### config.mk
export PLATFORM = sky130hd
export DESIGN_NAME = noc_packet_injector
export DESIGN_NICKNAME = d
export VERILOG_FILES = /design/src/rtl/noc_packet_injector.sv
export SDC_FILE = /design/constraint.sdc
export NUM_CORES = 1
export LEC_CHECK = 0
export ABC_AREA = 1
export CAP_MARGIN = 40
export CORE_MARGIN = 3
export CORE_UTILIZATION = 49
export DETAILED_ROUTE_END_ITERATION = 12
export GPL_ROUTABILITY_DRIVEN = 0
export PLACE_DENSITY = 0.91
export SETUP_SLACK_MARGIN = 0.3
export SLEW_MARGIN = 20
export SYNTH_ARGS = -nofsm -noshare
export SYNTH_HDL_FRONTEND = slang
export SYNTH_SLANG_ARGS = --single-unit
### constraint.sdc
create_clock -name clk -period 4.8 [get_ports clk]
set_input_delay 0.48 -clock clk [delete_from_list [all_inputs] [get_ports clk]]
set_output_delay 0.48 -clock clk [all_outputs]
set_load 0.02 [all_outputs]
### src/rtl/noc_packet_injector.sv
// Per-node packet injector: turns (dest, len) requests plus a payload word
// stream into a wormhole flit sequence, with per-VC downstream credit tracking.
module noc_packet_injector #(
   parameter int unsigned NUM_OF_NODES            = 8,
   parameter int unsigned FLIT_DATA_WIDTH         = 16,
   parameter int unsigned NUM_OF_VIRTUAL_CHANNELS = 2,
   parameter int unsigned NODE_ID                 = 0,
   parameter int unsigned MAX_BODY_FLITS          = 4,
   parameter int unsigned CREDITS_PER_VC          = 2,
   localparam int unsigned DEST_NODE_WIDTH  = $clog2(NUM_OF_NODES),
   localparam int unsigned VC_W             = $clog2(NUM_OF_VIRTUAL_CHANNELS),
   localparam int unsigned LEN_W            = $clog2(MAX_BODY_FLITS + 1),
   localparam int unsigned FLIT_TOTAL_WIDTH = 2 + VC_W + FLIT_DATA_WIDTH
) (
   input  logic                               clk,
   input  logic                               reset,
   input  logic                               pkt_valid,
   output logic                               pkt_ready,
   input  logic [DEST_NODE_WIDTH-1:0]         pkt_dest,
   input  logic [LEN_W-1:0]                   pkt_len,
   input  logic                               pld_valid,
   output logic                               pld_ready,
   input  logic [FLIT_DATA_WIDTH-1:0]         pld_data,
   output logic [FLIT_TOTAL_WIDTH-1:0]        flit_out,
   output logic                               flit_valid,
   input  logic [NUM_OF_VIRTUAL_CHANNELS-1:0] credit_return,
   output logic                               busy,
   output logic                               credit_err
);

   localparam int unsigned CNT_W = $clog2(CREDITS_PER_VC + 1);
   localparam int unsigned PAD_W = FLIT_DATA_WIDTH - 2 * DEST_NODE_WIDTH;

   localparam logic [1:0] TYPE_HEADER = 2'b11;
   localparam logic [1:0] TYPE_HEAD   = 2'b01;
   localparam logic [1:0] TYPE_BODY   = 2'b10;
   localparam logic [1:0] TYPE_TAIL   = 2'b00;

   typedef enum logic {IDLE, PAYLOAD} state_t;

   state_t                          state_q, state_d;
   logic [VC_W-1:0]                 vc_q, vc_d;
   logic [LEN_W-1:0]                rem_q, rem_d;
   logic [FLIT_TOTAL_WIDTH-1:0]     flit_d;
   logic                            flit_valid_d;
   logic [CNT_W-1:0]                cnt_q [NUM_OF_VIRTUAL_CHANNELS];
   logic [NUM_OF_VIRTUAL_CHANNELS-1:0] sent;
   logic [VC_W-1:0]                 sel_vc;
   logic                            any_credit;
   logic [LEN_W-1:0]                len_clamped;
   logic [FLIT_DATA_WIDTH-1:0]      head_data;

   // Lowest-index VC with registered credit available
   always_comb begin
      sel_vc     = '0;
      any_credit = 1'b0;
      for (int i = NUM_OF_VIRTUAL_CHANNELS - 1; i >= 0; i--) begin
         if (cnt_q[i] != '0) begin
            sel_vc     = VC_W'(i);
            any_credit = 1'b1;
         end
      end
   end

   // Request length clamp and head-flit address field
   always_comb begin
      len_clamped = (pkt_len > LEN_W'(MAX_BODY_FLITS)) ? LEN_W'(MAX_BODY_FLITS) : pkt_len;
      head_data   = {pkt_dest, DEST_NODE_WIDTH'(NODE_ID), {PAD_W{1'b0}}};
   end

   // Next-state, handshakes and the flit to register this cycle
   always_comb begin
      state_d      = state_q;
      vc_d         = vc_q;
      rem_d        = rem_q;
      flit_d       = flit_out;
      flit_valid_d = 1'b0;
      sent         = '0;
      pkt_ready    = 1'b0;
      pld_ready    = 1'b0;
      case (state_q)
         IDLE: begin
            pkt_ready = any_credit;
            if (pkt_valid && any_credit) begin
               vc_d         = sel_vc;
               rem_d        = len_clamped;
               flit_valid_d = 1'b1;
               sent[sel_vc] = 1'b1;
               if (len_clamped == '0) begin
                  flit_d = {TYPE_HEADER, sel_vc, head_data};
               end else begin
                  flit_d  = {TYPE_HEAD, sel_vc, head_data};
                  state_d = PAYLOAD;
               end
            end
         end
         PAYLOAD: begin
            pld_ready = (cnt_q[vc_q] != '0);
            if (pld_valid && pld_ready) begin
               flit_valid_d = 1'b1;
               sent[vc_q]   = 1'b1;
               rem_d        = rem_q - LEN_W'(1);
               if (rem_q > LEN_W'(1)) begin
                  flit_d = {TYPE_BODY, vc_q, pld_data};
               end else begin
                  flit_d  = {TYPE_TAIL, vc_q, pld_data};
                  state_d = IDLE;
               end
            end
         end
         default: state_d = IDLE;
      endcase
   end

   // State, packet context and output flit registers
   always_ff @(posedge clk) begin
      if (reset) begin
         state_q    <= IDLE;
         vc_q       <= '0;
         rem_q      <= '0;
         flit_out   <= '0;
         flit_valid <= 1'b0;
      end else begin
         state_q    <= state_d;
         vc_q       <= vc_d;
         rem_q      <= rem_d;
         flit_out   <= flit_d;
         flit_valid <= flit_valid_d;
      end
   end

   // Per-VC credit counters; a return to a full counter is flagged, not counted
   always_ff @(posedge clk) begin
      if (reset) begin
         for (int i = 0; i < NUM_OF_VIRTUAL_CHANNELS; i++) begin
            cnt_q[i] <= CNT_W'(CREDITS_PER_VC);
         end
         credit_err <= 1'b0;
      end else begin
         for (int i = 0; i < NUM_OF_VIRTUAL_CHANNELS; i++) begin
            case ({sent[i], credit_return[i]})
               2'b10: cnt_q[i] <= cnt_q[i] - CNT_W'(1);
               2'b01: begin
                  if (cnt_q[i] == CNT_W'(CREDITS_PER_VC)) begin
                     credit_err <= 1'b1;
                  end else begin
                     cnt_q[i] <= cnt_q[i] + CNT_W'(1);
                  end
               end
               default: ;
            endcase
         end
      end
   end

   assign busy = (state_q != IDLE);

endmodule
**Word-level counts from Yosys, hierarchy flattened**

Memory sizes are Yosys's and may differ from the RTL's. A register that Yosys moved wholly into a read port is not among the register bits.
Cells that the tools add are included.

- $add $sub $neg: 5
- $mul: 0
- Div/mod/pow operators: 0
- Order comparisons: 6
- Eq/ne operators: 8
- Shifts and indexed selects: 0
- Muxes and demuxes: 55
- Bitwise gates (word level): 5
- Reductions and logical operators: 10

Operators with widths:

| operator | count |
|---|---|
| $mux W19 | 4 |
| $pmux W19 S2 | 1 |
| $mux W1 | 35 |
| $mux W2 | 6 |
| $mux W3 | 3 |
| $eq A2 B2 Y1 const B | 4 |
| $pmux W3 S2 | 1 |
| $reduce_bool A2 Y1 | 3 |
| $add A2 B1 Y2 const B | 2 |
| $eq A2 B1 Y1 const B | 2 |
| $logic_and A1 B1 Y1 | 4 |
| $lt A1 B2 Y1 const B | 2 |
| $or A1 B1 Y1 | 4 |
| $pmux W1 S2 | 2 |
| $pmux W2 S2 | 1 |
| $reduce_and A2 Y1 | 2 |
| $sub A2 B1 Y2 const B | 2 |
| $gt A3 B1 Y1 const B | 1 |
| $gt A3 B3 Y1 const B | 1 |
| $logic_not A3 Y1 | 1 |
| $sub A3 B1 Y3 const B | 1 |
| $demux W1 S1 | 2 |
| $ge A1 B1 Y1 const B | 2 |
| $ne A2 B1 Y1 const B | 1 |
| 2 further kinds | 2 |

- Bits in registers: 26
- Bits in latches: 0
- Bits in writable memories: 4
- Memory bits (read-only): 0
- Input port bits: 28
- Output and inout bits: 24
- Word-level logic and storage cells: 96
- Memories: 1

Memories:

| name | depth | width | read ports | clocked after Yosys merged registers in | write ports | line | RTL |
|---|---|---|---|---|---|---|---|
| cnt_q | 2 | 2 | 3 | 1 | 2 | 46 | `logic [CNT_W-1:0] cnt_q [NUM_OF_VIRTUAL_CHANNELS];` |

**Longest topological paths before layout**

Gate-level depths: netlist of run 1.
An unclocked memory read counts as a cell.

- Depth after elaboration: 16
- Gate-level depth with buffers: 12

**Worst setup path before layout of run 1**

Ideal clock, no wire load.

- Path type: register to register
- Start point: memory cnt_q[1][0] in the netlist's numbering
- End point: memory cnt_q[0][0] in the netlist's numbering (enable)
- Library setup time: 297 ps
- Data arrival time: 1,247 ps
- Path slack: 3,256 ps
- Cell stages (with the launch flop): 12
- Cells stage by stage: edfxtp_1 inv_1 ha_1 nand2_1 nand2_1 nor2_4 nand2_2 nand2_1 nand2_2 inv_1 nor2_2 nand2_1

RTL lines:

| what | line |
|---|---|
| start: declaration | 46 |

**Worst setup path after layout of run 1**

- Start point: register state_q (netlist: busy)
- End point: output port pld_ready

- Word-level cells in the longest chain between the ends: 1

RTL lines:

| what | line | RTL |
|---|---|---|
| start: declaration | 41 | `state_t state_q, state_d;` |
| start signal: assignment | 124 | `state_q <= state_d;` |
| $mux W1 | 81 | `case (state_q)` |
| end: declaration | 22 | `output logic pld_ready,` |

Every way passes these cells.

==> results list, run 1 <==
- Result of the run: complete, no violations
* Min Tclk post-route: 2.58 ns
* Via count of the first global-routing pass: 1502
- In the routed layout, each cell is associated on average with a via count of 5.12.
* Sequential cell area: 661 µm²
- Largest net degree at the start of global routing: 24
- STA puts the critical path data arrival time at 2.10 ns.
- Netlist area before placement: around 0.0016 mm²
- Counting the fill cells in the layout gives 277.
- Chip height: 63.3 µm
- The share of the Yosys chip area taken by registers is 0.411.
- Hpwl dp: 2.66 mm
* CORE AREA: 0.00310 mm²
- Predominant post-synthesis flop cell: dfxtp_1
- Tightest slew margin relative to the limit: 0.594
* Maximum VDD drop: 0.000189 V
- The share of synthesized area in the top cell type comes to 0.336.
* Post-detailed-route count of antenna-violating nets: 0
- Final setup TNS: 0 ns
* Core Util, Final: 0.706
- In this run, the number of DRC markers left after iteration 0 of detailed routing was 108.
* Multi-input logic area: 781 µm²
- For the pin with the worst max-slew slack, the measured transition is 0.607 ns.
* Commonest cells in the netlist: nand2_1 (29), dfxtp_1 (27), nand3_1 (21)
* Number of placed instances, taps included: between 200 and 300
- Initial cell density of the core: 0.518
- In this run the cell area measured after placement is roughly 0.0021 mm².
* Setup slack after placement: 2.35 ns
- The number of max-slew violations in the final report is 0.
- Counting flops with an async set or reset pin after synthesis yields a share of 0.
- Counting cells, the worst reg-to-reg path comes to 9.
* Number of nets produced by synthesis: 234
* # diodes: 0
* Final worst-path setup slack: 2.22 ns
* Class of the tightest hold or removal check: register to register
- Among all cell types in the netlist, the one instantiated most often is nand2_1.
- Number of buffers inserted for hold repair after clock tree synthesis: 0
* Setup repair after global routing missed its margin: no
- The area growth from synthesis to layout is 36.3%.
- After detailed routing, the total wire length is 3.68 mm.
* Number of cell rows: 20
- Dividing the detail-routed wire length by the instance count gives 12.4 µm.
* Number of enable-type register cells in the synthesized netlist: 4
* Worst Skew: 0.00562 ns
* Sink Count: 31
* Count of placed standard cells in the final layout, fillers left out: just under 300
- Post-synthesis cell type with the largest combined area: dfxtp_1
* Power per standard cell area: 317 mW/mm²
- The floorplan step set the die width to about 63 µm.
* Vias post-DR: 1515
- Global-route wire length before repair: 6.38 mm
* Post-Syn Instances: between 200 and 250
* Clock tree from TritonCTS: built
- Summing all non-filler instances in the final layout gives an area of 0.00219 mm².
- Residual overflow from global routing: 0
- Final-stage net count: 283
- After synthesis the netlist holds a flip-flop and latch count of 31.
- 52 I/O pins were placed.
- The setup path with the least slack is of type register to output port.
- The later pin in the worst-skew pair is clocked with a latency of 0.33 ns.
- Nature of the critical path endpoint: output port
* Main area contributors after synthesis: dfxtp_1 (34%), edfxtp_1 (7.5%), nand2_1 (6.8%), nand3_1 (6.5%), inv_1 (4.4%)
- Hold Path Stages: 2
* Antenna violations before repair: 0
* Final setup violation count: 0
- Clock-pin slew was measured on the worst setup and hold paths at 0.10 ns.
* Critical path data required time: ~4.3 ns
- STA classifies the critical path startpoint as a register.
- Clock tree synthesis inserted a total of 5 buffers.
- Total number of yosys warnings: 0
- In the global route stage, overall resource usage came out at 0.199.
- The floorplan step defined a die boundary enclosing 0.00400 mm².
* LEAKAGE: 0.000879 µW
* Largest fanout on the critical path: 15
- Count of distinct cell types in the synthesized netlist: 30
- Fmax achieved: slightly below 400 MHz
* Number of maximum-capacitance constraint violations: 0
- Number of levels the H-tree was split into: 2
* Count of buffers inserted at the top-level ports: 51
- Residual DRC count: 0
- For this run, the detailed router's first-pass iteration total came to 4.
* Ratio of cells with drive above 1 in the final layout: 0.155
* Setup Buffers After CTS: 0
* Ratio of final minimum period to clock period: 0.538
* Root Driver: clkbuf_4
- The number of hold violations in the final report came to 0.
- Dividing the synthesized area by the synthesized cell count gives 7.95 µm².
- The longest clock path from root to sink contains 2 buffers.
- In this run, post-CTS repair resized a total of 0 instances.
[cell families after synthesis]
kind of cell,Yosys count,share of synthesized area
adder cells (fa/ha/maj),4,0.0312
AND/OR/NAND/NOR,93,0.305
flip-flops,31,0.411
XOR/XNOR,1,0.00545
AO/OA/AOI/OAI,40,0.145
buffers and inverters,33,0.103
[stage by stage]
stage	power, µW	hold WS, ns
3_5_place_dp	505	0.457
5_1_grt	737	0.490
2_1_floorplan	438	0.465
6_report	695	0.470
4_1_cts	702	0.473
3_3_place_gp	501	0.448
[metal layers]
layer / part of all wire / global-route usage
met5: 0 / 0
met4: 0.010 / 0.0701
met1: 0.45 / 0.232
met3: 0.089 / 0.0838
met2: 0.45 / 0.328
[cell type report]
cell class | count | share of cell area
flip-flops and latches | 31 | 0.302
repair buffers | 52 | 0.237
inverters | 23 | 0.0429
clock inverters | 1 | 0.00229
multi-input cells | 138 | 0.357
well taps | 44 | 0.0251
clock buffers | 7 | 0.0349
[path summary, 6_finish.rpt]
path                            slack (ns)          end        start
worst max register to register        3.00  cnt_q[0][1]  cnt_q[1][0]
worst max-delay path                  2.22    pld_ready         busy
worst min-delay path                  0.47  flit_out[1]  flit_out[1]
worst min register to register        0.47  flit_out[1]  flit_out[1]
[worst max-delay path, stage by stage, from the launching register on]
cell,delay [ns]
dfxtp_1,0.59
inv_2,0.23
nor2_8,0.28
clkdlybuf4s50_1,0.66
[power breakdown]
part           leakage (µW)  internal [µW]  switching [µW]  total (µW)
clock network     0.0000464            102            93.7         196
logic              0.000574           85.4             111         196
registers          0.000258            287            16.8         303
[flip-flops by register name, summed over array words and instances, names as in the netlist, named ones only]
| name | flops |
|---|---|
| flit_out | 19 |
| busy | 1 |
| vc_q | 1 |
| flit_valid | 1 |
| cnt_q | 4 |
| rem_q | 3 |
| credit_err | 1 |
[placed cells by master, fill, tap and decap left out, types with 2 or more instances in the layout]
master / Yosys / final
a21oi_1: 13 / 13
a21oi_2: 7 / 7
a31oi_1: 5 / 5
clkbuf_4: 0 / 5
clkdlybuf4s50_1: 0 / 51
dfxtp_1: 27 / 27
edfxtp_1: 4 / 4
ha_1: 4 / 4
inv_1: 19 / 19
inv_2: 2 / 2
nand2_1: 29 / 29
nand2_2: 9 / 9
nand2_4: 4 / 4
nand3_1: 21 / 21
nand3_2: 2 / 2
nand4_1: 5 / 5
nor2_1: 17 / 17
nor2_4: 2 / 2
nor3_1: 2 / 2
o21ai_0: 11 / 11
o21ai_1: 4 / 4
Note: power is estimated with default switching activity, not from simulation.
==> run 2: changes to the inputs <==
--- a/config.mk
+++ b/config.mk
@@ -8,10 +8,10 @@
 export ABC_AREA = 1
 export CAP_MARGIN = 40
 export CORE_MARGIN = 3
-export CORE_UTILIZATION = 49
+export CORE_UTILIZATION = 46
 export DETAILED_ROUTE_END_ITERATION = 12
 export GPL_ROUTABILITY_DRIVEN = 0
-export PLACE_DENSITY = 0.91
+export PLACE_DENSITY = 0.87
 export SETUP_SLACK_MARGIN = 0.3
 export SLEW_MARGIN = 20
 export SYNTH_ARGS = -nofsm -noshare
==> constraint.sdc (replaced) <==
create_clock -name clk -period 2.6 [get_ports clk]
set_input_delay 0.26 -clock clk [delete_from_list [all_inputs] [get_ports clk]]
set_output_delay 0.26 -clock clk [all_outputs]
set_load 0.02 [all_outputs]
==> run 2 against run 1 <==
Net effect: register-to-register slack worse by 2.2 ns; sequential share of layout area is 0.28 points higher; non-clock buffer count is 1 higher; largest cell class unchanged; critical endpoint unchanged.
==> results list, run 2 (same netlist as run 1, synthesis figures left out) <==
- Largest fanout on the critical path: 15 (unchanged)
* Number of levels the H-tree was split into: 2 (unchanged)
* Via count of the first global-routing pass: 1458 (-2.9%)
- Nature of the critical path startpoint: register
- Latest clock arrival within the worst-skew pair: 0.33 ns (about the same)
- The static leakage is 0.000872 µW (-0.82%).
* Min Tclk post-route: 2.13 ns
- Clock tree from TritonCTS: built
- The top-level port count was 52 (unchanged).
- Final hold violation count: 0 (unchanged)
- The number of flip-flops under the largest register name was 19 (unchanged).
* Chip height: 65.1 µm (+2.9%)
- The count of input and output buffers came to 51 (unchanged).
- Tightest slew margin relative to the limit: 0.768 (+0.174)
* Synthesis-to-layout area growth: 35.3%
* Hpwl dp: 2.70 mm (+1.5%)
* Setup repair after global routing missed its margin: no
- Ratio of final minimum period to clock period: 0.820
- Number of buffers inserted for hold repair after clock tree synthesis: 0 (unchanged)
- Initial cell density of the core: 0.506 (-0.0122)
- Derived from the worst setup path, the maximum achievable clock frequency is roughly 470 MHz.
- The count of unresolved DRC violations after routing was 0 (unchanged).
- The mean number of vias per cell was 5.07 (-0.92%).
* WS Path Type: register to output port
- CP Data Arrival Time: 1.87 ns (-0.23 ns)
* Final slew viol count: 0 (unchanged)
- Leaving out fill and tap cells, the most frequent cell in the layout is clkdlybuf4s50_1.
* Post-detailed-route count of antenna-violating nets: 0 (unchanged)
* Residual overflow from global routing: 0 (unchanged)
* Worst Skew: 0.0167 ns (+0.0111 ns)
* Buffers from clock root to sink, at most: 2 (unchanged)
- The final non-filler cell area came to 0.00217 mm² (-0.74%).
- The post-detailed-route wirelength per cell was 12.3 µm (-0.92%).
* Antenna violations before repair: 0 (unchanged)
* Horizontal extent of the die: 65.1 µm (+2.9%)
- Commonest cells after routing, fill and taps aside: clkdlybuf4s50_1 (51), nand2_1 (29), dfxtp_1 (26), nand3_1 (21), inv_1 (19)
- Iteration-0 DRC Markers: 76 (-30%)
* CORE AREA: 0.00318 mm² (+2.4%)
* Detailed-routing iteration count for the pre-antenna-repair pass: 4 (unchanged)
- Sink Count: 31 (unchanged)
* # diodes: 0 (unchanged)
* Vias post-DR: 1501 (-0.92%)
- Count of placed standard cells in the final layout, fillers left out: 296 (unchanged)
- The post-placement cell count is 289 (+0.35%).
- Total length of routed wires: 3.65 mm (-0.92%)
* Die area: 0.00424 mm² (+5.9%)
- Largest net degree at the start of global routing: 21 (-13%)
* Register name with the most flops: flit_out
- Number of cell rows: 20 (unchanged)
- The number of nets in the layout was 284 (+0.35%).
- The cell area reported after detailed placement is 0.00212 mm² (+0.36%).
* Maximum VDD drop: 0.000367 V (+94%)
- The transition time at the pin with the least slew margin came to 0.348 ns (-0.259 ns).
- Number of buffers created by CTS: 5 (unchanged)
* Root Driver: clkbuf_4
- Critical path data required time: 2.34 ns (-1.98 ns)
- The first-pass GRT wire length is 6.05 mm (-5.2%).
- Result of the run: complete, no violations
- The share of post-route cells with drive strength above 1 was 0.159 (+0.00397).
- Final setup violation count: 0 (unchanged)
- The largest registers in the layout are flit_out: 19 flops, cnt_q: 4 flops, rem_q: 3 flops.
* Final setup TNS: 0 ns (unchanged)
* Class of the tightest hold or removal check: register to register
- Final Total Pwr: 1210 µW (+74%)
* Nature of the critical path endpoint: output port
- The post-CTS clock slew at the launch and capture registers of the worst setup and hold paths is 0.10 ns (about the same).
* Power per standard cell area: 558 mW/mm² (+76%)
- GRT Overall Usage: 0.181 (-0.0186)
* Number of maximum-capacitance constraint violations: 0 (unchanged)
-- run 2: repair_timing --
item                                   in CTS  in global routing
endpoints found under the hold margin       0                  0
buffers inserted                            0                  0
gates resized for setup                     1                  0
setup endpoints to repair                   1                  0
-- run 2: power by group --
part           switching [µW]  internal, µW  leakage [µW]
combinational             206           159      0.000579
clock                     163           125     0.0000341
sequential               29.0           529      0.000259
-- run 2: path summary, 6_finish.rpt --
path              slack, ns  cells after the start           to   startpoint
hold reg to reg        0.47                      2  flit_out[3]  flit_out[3]
setup / recovery       0.47                      3    pld_ready         busy
hold / removal         0.47                      2  flit_out[3]  flit_out[3]
setup reg to reg       0.85                     11  cnt_q[0][0]  cnt_q[1][0]
-- run 2: worst max-delay path, cell delays in order (launching register included) --
cell             delay, ns
dfxtp_2               0.46
inv_2                 0.17
nor2_8                0.26
clkdlybuf4s50_1       0.65
-- run 2: area by class of cell --
type                    instances  area, µm²
inverters                      23       93.8
clock inverters                 1       5.00
well taps                      44       55.1
fillers                       267       1000
multi-input cells             138        781
repair buffers                 53        526
flip-flops and latches         31        662
clock buffers                   6       51.3
-- run 2: layer usage --
layer,part of all wire,global-route usage,wire length [µm]
met1,0.45,0.213,1650
met2,0.45,0.299,1660
met3,0.080,0.0701,291
met4,0.014,0.0648,52
met5,0,0,0
-- run 2: metrics by stage --
stage,util,hold WS (ns),worst slack (ns)
final,0.684,0.465,0.468
after global routing,0.684,0.482,0.372
after CTS,0.684,0.466,0.454
after detailed placement,0.666,0.454,0.668
after global placement,0.666,0.447,0.713
after floorplan,-,0.420,1.06
==> run 3: changes to the inputs <==
--- a/config.mk
+++ b/config.mk
@@ -8,10 +8,10 @@
 export ABC_AREA = 1
 export CAP_MARGIN = 40
 export CORE_MARGIN = 3
-export CORE_UTILIZATION = 46
+export CORE_UTILIZATION = 41
 export DETAILED_ROUTE_END_ITERATION = 12
 export GPL_ROUTABILITY_DRIVEN = 0
-export PLACE_DENSITY = 0.87
+export PLACE_DENSITY = 0.82
 export SETUP_SLACK_MARGIN = 0.3
 export SLEW_MARGIN = 20
 export SYNTH_ARGS = -nofsm -noshare
==> constraint.sdc (replaced) <==
create_clock -name clk -period 1.8 [get_ports clk]
set_input_delay 0.18 -clock clk [delete_from_list [all_inputs] [get_ports clk]]
set_output_delay 0.18 -clock clk [all_outputs]
set_load 0.02 [all_outputs]
==> run 3 against run 2 <==
Net effect: first-iteration DRC count fell by 28%; sequential share of layout area shrank 4.7 points; hold slack worse by 0.011 ns; routed wire length up 20%; global-route usage up 1.7 points; via count up 7.4%; critical path type is now register to register.
==> results list, run 3 (same netlist as run 1, synthesis figures left out) <==
- Residual overflow from global routing: 0 (unchanged)
* Sequential cell fraction of total power: 0.376 (-0.085)
- The largest registers in the layout are flit_out: 19 flops, cnt_q: 4 flops, rem_q: 3 flops.
* Iteration-0 DRC Markers: 55 (-28%)
- TritonCTS built the clock tree.
- Critical path data required time: 1.84 ns (-0.50 ns)
* Core Util, Final: 0.691 (+0.00671)
- Setup repair after global routing could not meet its margin everywhere.
- The number of nets in the layout is 305 (+7.4%).
* Root Driver: clkbuf_8
- Worst Skew: 0.00359 ns (-0.0131 ns)
- Hpwl dp: 2.84 mm (+5.2%)
* Wirelength per Cell: 13.6 µm (+10%)
* Initial cell density of the core: 0.432 (-0.0732)
- Die area: 0.00471 mm² (+11%)
- Chip height: 68.6 µm (+5.4%)
- Largest fanout on the critical path: 4 (-11)
- The clock share of power was 0.290 (+0.052).
* Register name with the most flops: flit_out
- The final routed wirelength across all metal layers was 4.39 mm (+20%).
- Synthesis-to-layout area growth: 59.7%
* Number of cell rows: 22 (+10%)
- Tightest slew margin relative to the limit: 0.800 (+0.0318)
* Routed vias/inst: 5.01 (-1.3%)
* Clock transition at the registers of the reported paths: 0.07 ns (-0.03 ns)
- Portion of total power attributed to combinational logic: 0.334 (+0.033)
- Number of buffers created by CTS: 5 (unchanged)
- The number of max-slew violations in the final report came to 0 (unchanged).
* Detailed-routing iteration count for the pre-antenna-repair pass: 4 (unchanged)
- Result of the run: complete, no violations
* Ratio of final minimum period to clock period: 0.922
- The first-pass GRT wire length came to 6.78 mm (+12%).
* Nature of the critical path endpoint: register
- Number of maximum-capacitance constraint violations: 0 (unchanged)
* Vias post-DR: 1612 (+7.4%)
- Nature of the critical path startpoint: register
- The insertion delay of the later-clocked pin in the worst-skew pair is 0.29 ns (-0.04 ns).
* P_int: 1440 µW (+77%)
* # diodes: 0 (unchanged)
- The library cell used most frequently in the layout, excluding fill and tap cells, is clkdlybuf4s50_1.
- The number of buffers on the longest clock path is 2 (unchanged).
* Fraction of power spent switching nets: 0.327 (-0.000988)
- Count of buffers inserted at the top-level ports: 51 (unchanged)
- The number of hold violations in the final report was 0 (unchanged).
- IO Count: 52 (unchanged)
- The number of flip-flops under the largest register name was 19 (unchanged).
- The H-tree depth was 2 (unchanged).
- By startpoint and endpoint, the worst setup path is classified as register to register.
- Transition at the pin with the smallest max-transition slack: 0.298 ns (-0.0496 ns)
- The area of the placeable core was 0.00372 mm² (+17%).
* Class of the tightest hold or removal check: input pin to register
- Static timing analysis puts the maximum clock frequency at 603 MHz.
- The largest voltage drop on the vdd net came to 0.000745 V (+100%).
- Switching power: 703 µW (+77%)
- Antenna violations before repair: 0 (unchanged)
- The arrival time of the worst setup path is 1.70 ns (-0.17 ns).
* Via count of the first global-routing pass: 1578 (+8.2%)
* Power per standard cell area: 837 mW/mm² (+50%)
* Residual DRC count: 0 (unchanged)
- The worst path needs 1.66 ns of the cycle, external delays included.
- The aggregate negative setup slack is 0 ns (unchanged).
* Sink Count: 31 (unchanged)
* Final setup violation count: 0 (unchanged)
- The all-layer global routing usage was 0.198 (+0.0168).
- LEAKAGE: 0.00103 µW (+18%)
- The residual antenna-violating net count after detailed routing came to 0 (unchanged).
- The library cells used most frequently in the layout, excluding fill and tap cells, are clkdlybuf4s50_1 (48), dfxtp_1 (27), nand2_1 (20), nand3_1 (19), buf_4 (17).
- Largest net degree at the start of global routing: 13 (-38%)
- The share of post-route cells with drive strength above 1 was 0.354 (+0.195).
* Horizontal extent of the die: 68.6 µm (+5.4%)
run 3: cell types whose count changed in the layout (fill, tap and decap cells not counted), sizes merged:
cell	delta
nand2	+1
buf	+20
inv	+1
clkdlybuf4s50	-3
clkbuf	+1
dlygate4sd2	+1
clkinv	+1
run 3: area by class of cell:
type	instances	area [µm²]
tap	48	60.1
timing repair buffer	71	684
sequential	31	661
fill	293	1150
inverter	23	106
clock inverter	1	6.26
timing repair inverter	2	27.5
multi-input combinational	139	925
clock buffer	7	96.3
run 3: per-stage QoR:
step,total power (µW),hold slack [ns],setup WS (ns),cell area (µm²),cells
final,2150,0.454,0.141,2570,322
after global routing,2260,0.456,0.0545,2570,322
after CTS,2070,0.453,0.189,2410,316
after detailed placement,1380,0.457,0.0572,2180,298
after global placement,1360,0.446,0.108,2180,298
after floorplan,1180,0.340,0.308,1620,202
run 3: final timing paths:
check	from	to	slack, ns	depth (start not counted)
setup / recovery	cnt_q[1][0]	cnt_q[1][0]	0.14	11
hold / removal	pld_data[13]	flit_out[13]	0.45	3
setup reg to reg	cnt_q[1][0]	cnt_q[1][0]	0.14	11
hold reg to reg	flit_out[9]	flit_out[9]	0.46	2
run 3: what timing repair did:
| action | CTS | global route |
|---|---|---|
| pin swaps | 10 | 14 |
| endpoints found under the setup margin | 16 | 32 |
| cloned | 3 | 0 |
| setup buffers | 7 | 6 |
| hold buffers | 0 | 0 |
| gates resized for setup | 21 | 38 |
run 3: routing by layer:
layer / share of wire / GRT usage / vias to the layer above
li1: - / - / 810
met1: 0.41 / 0.227 / 740
met2: 0.51 / 0.324 / 55
met3: 0.070 / 0.0697 / 7
met4: 0.015 / 0.0968 / 0
met5: 0 / 0 / -
run 3: power by group through the flow:
stage	logic (µW)	registers [µW]	clock network (µW)
after floorplan	321	857	0
after global placement	549	814	0
after detailed placement	562	816	0
after CTS	643	801	629
after global routing	782	813	667
final	717	807	623
run 3: worst max-delay path, stage by stage (launching register included):
cell and delay [ns]:
edfxtp_1 0.42, inv_2 0.12, ha_4 0.16, nand2_2 0.06, nand2_2 0.08, nor2_4 0.04
nand2_2 0.10, nand2_2 0.07, nand2_2 0.08, nand3_2 0.09, nor2_2 0.14, nor2_2 0.06
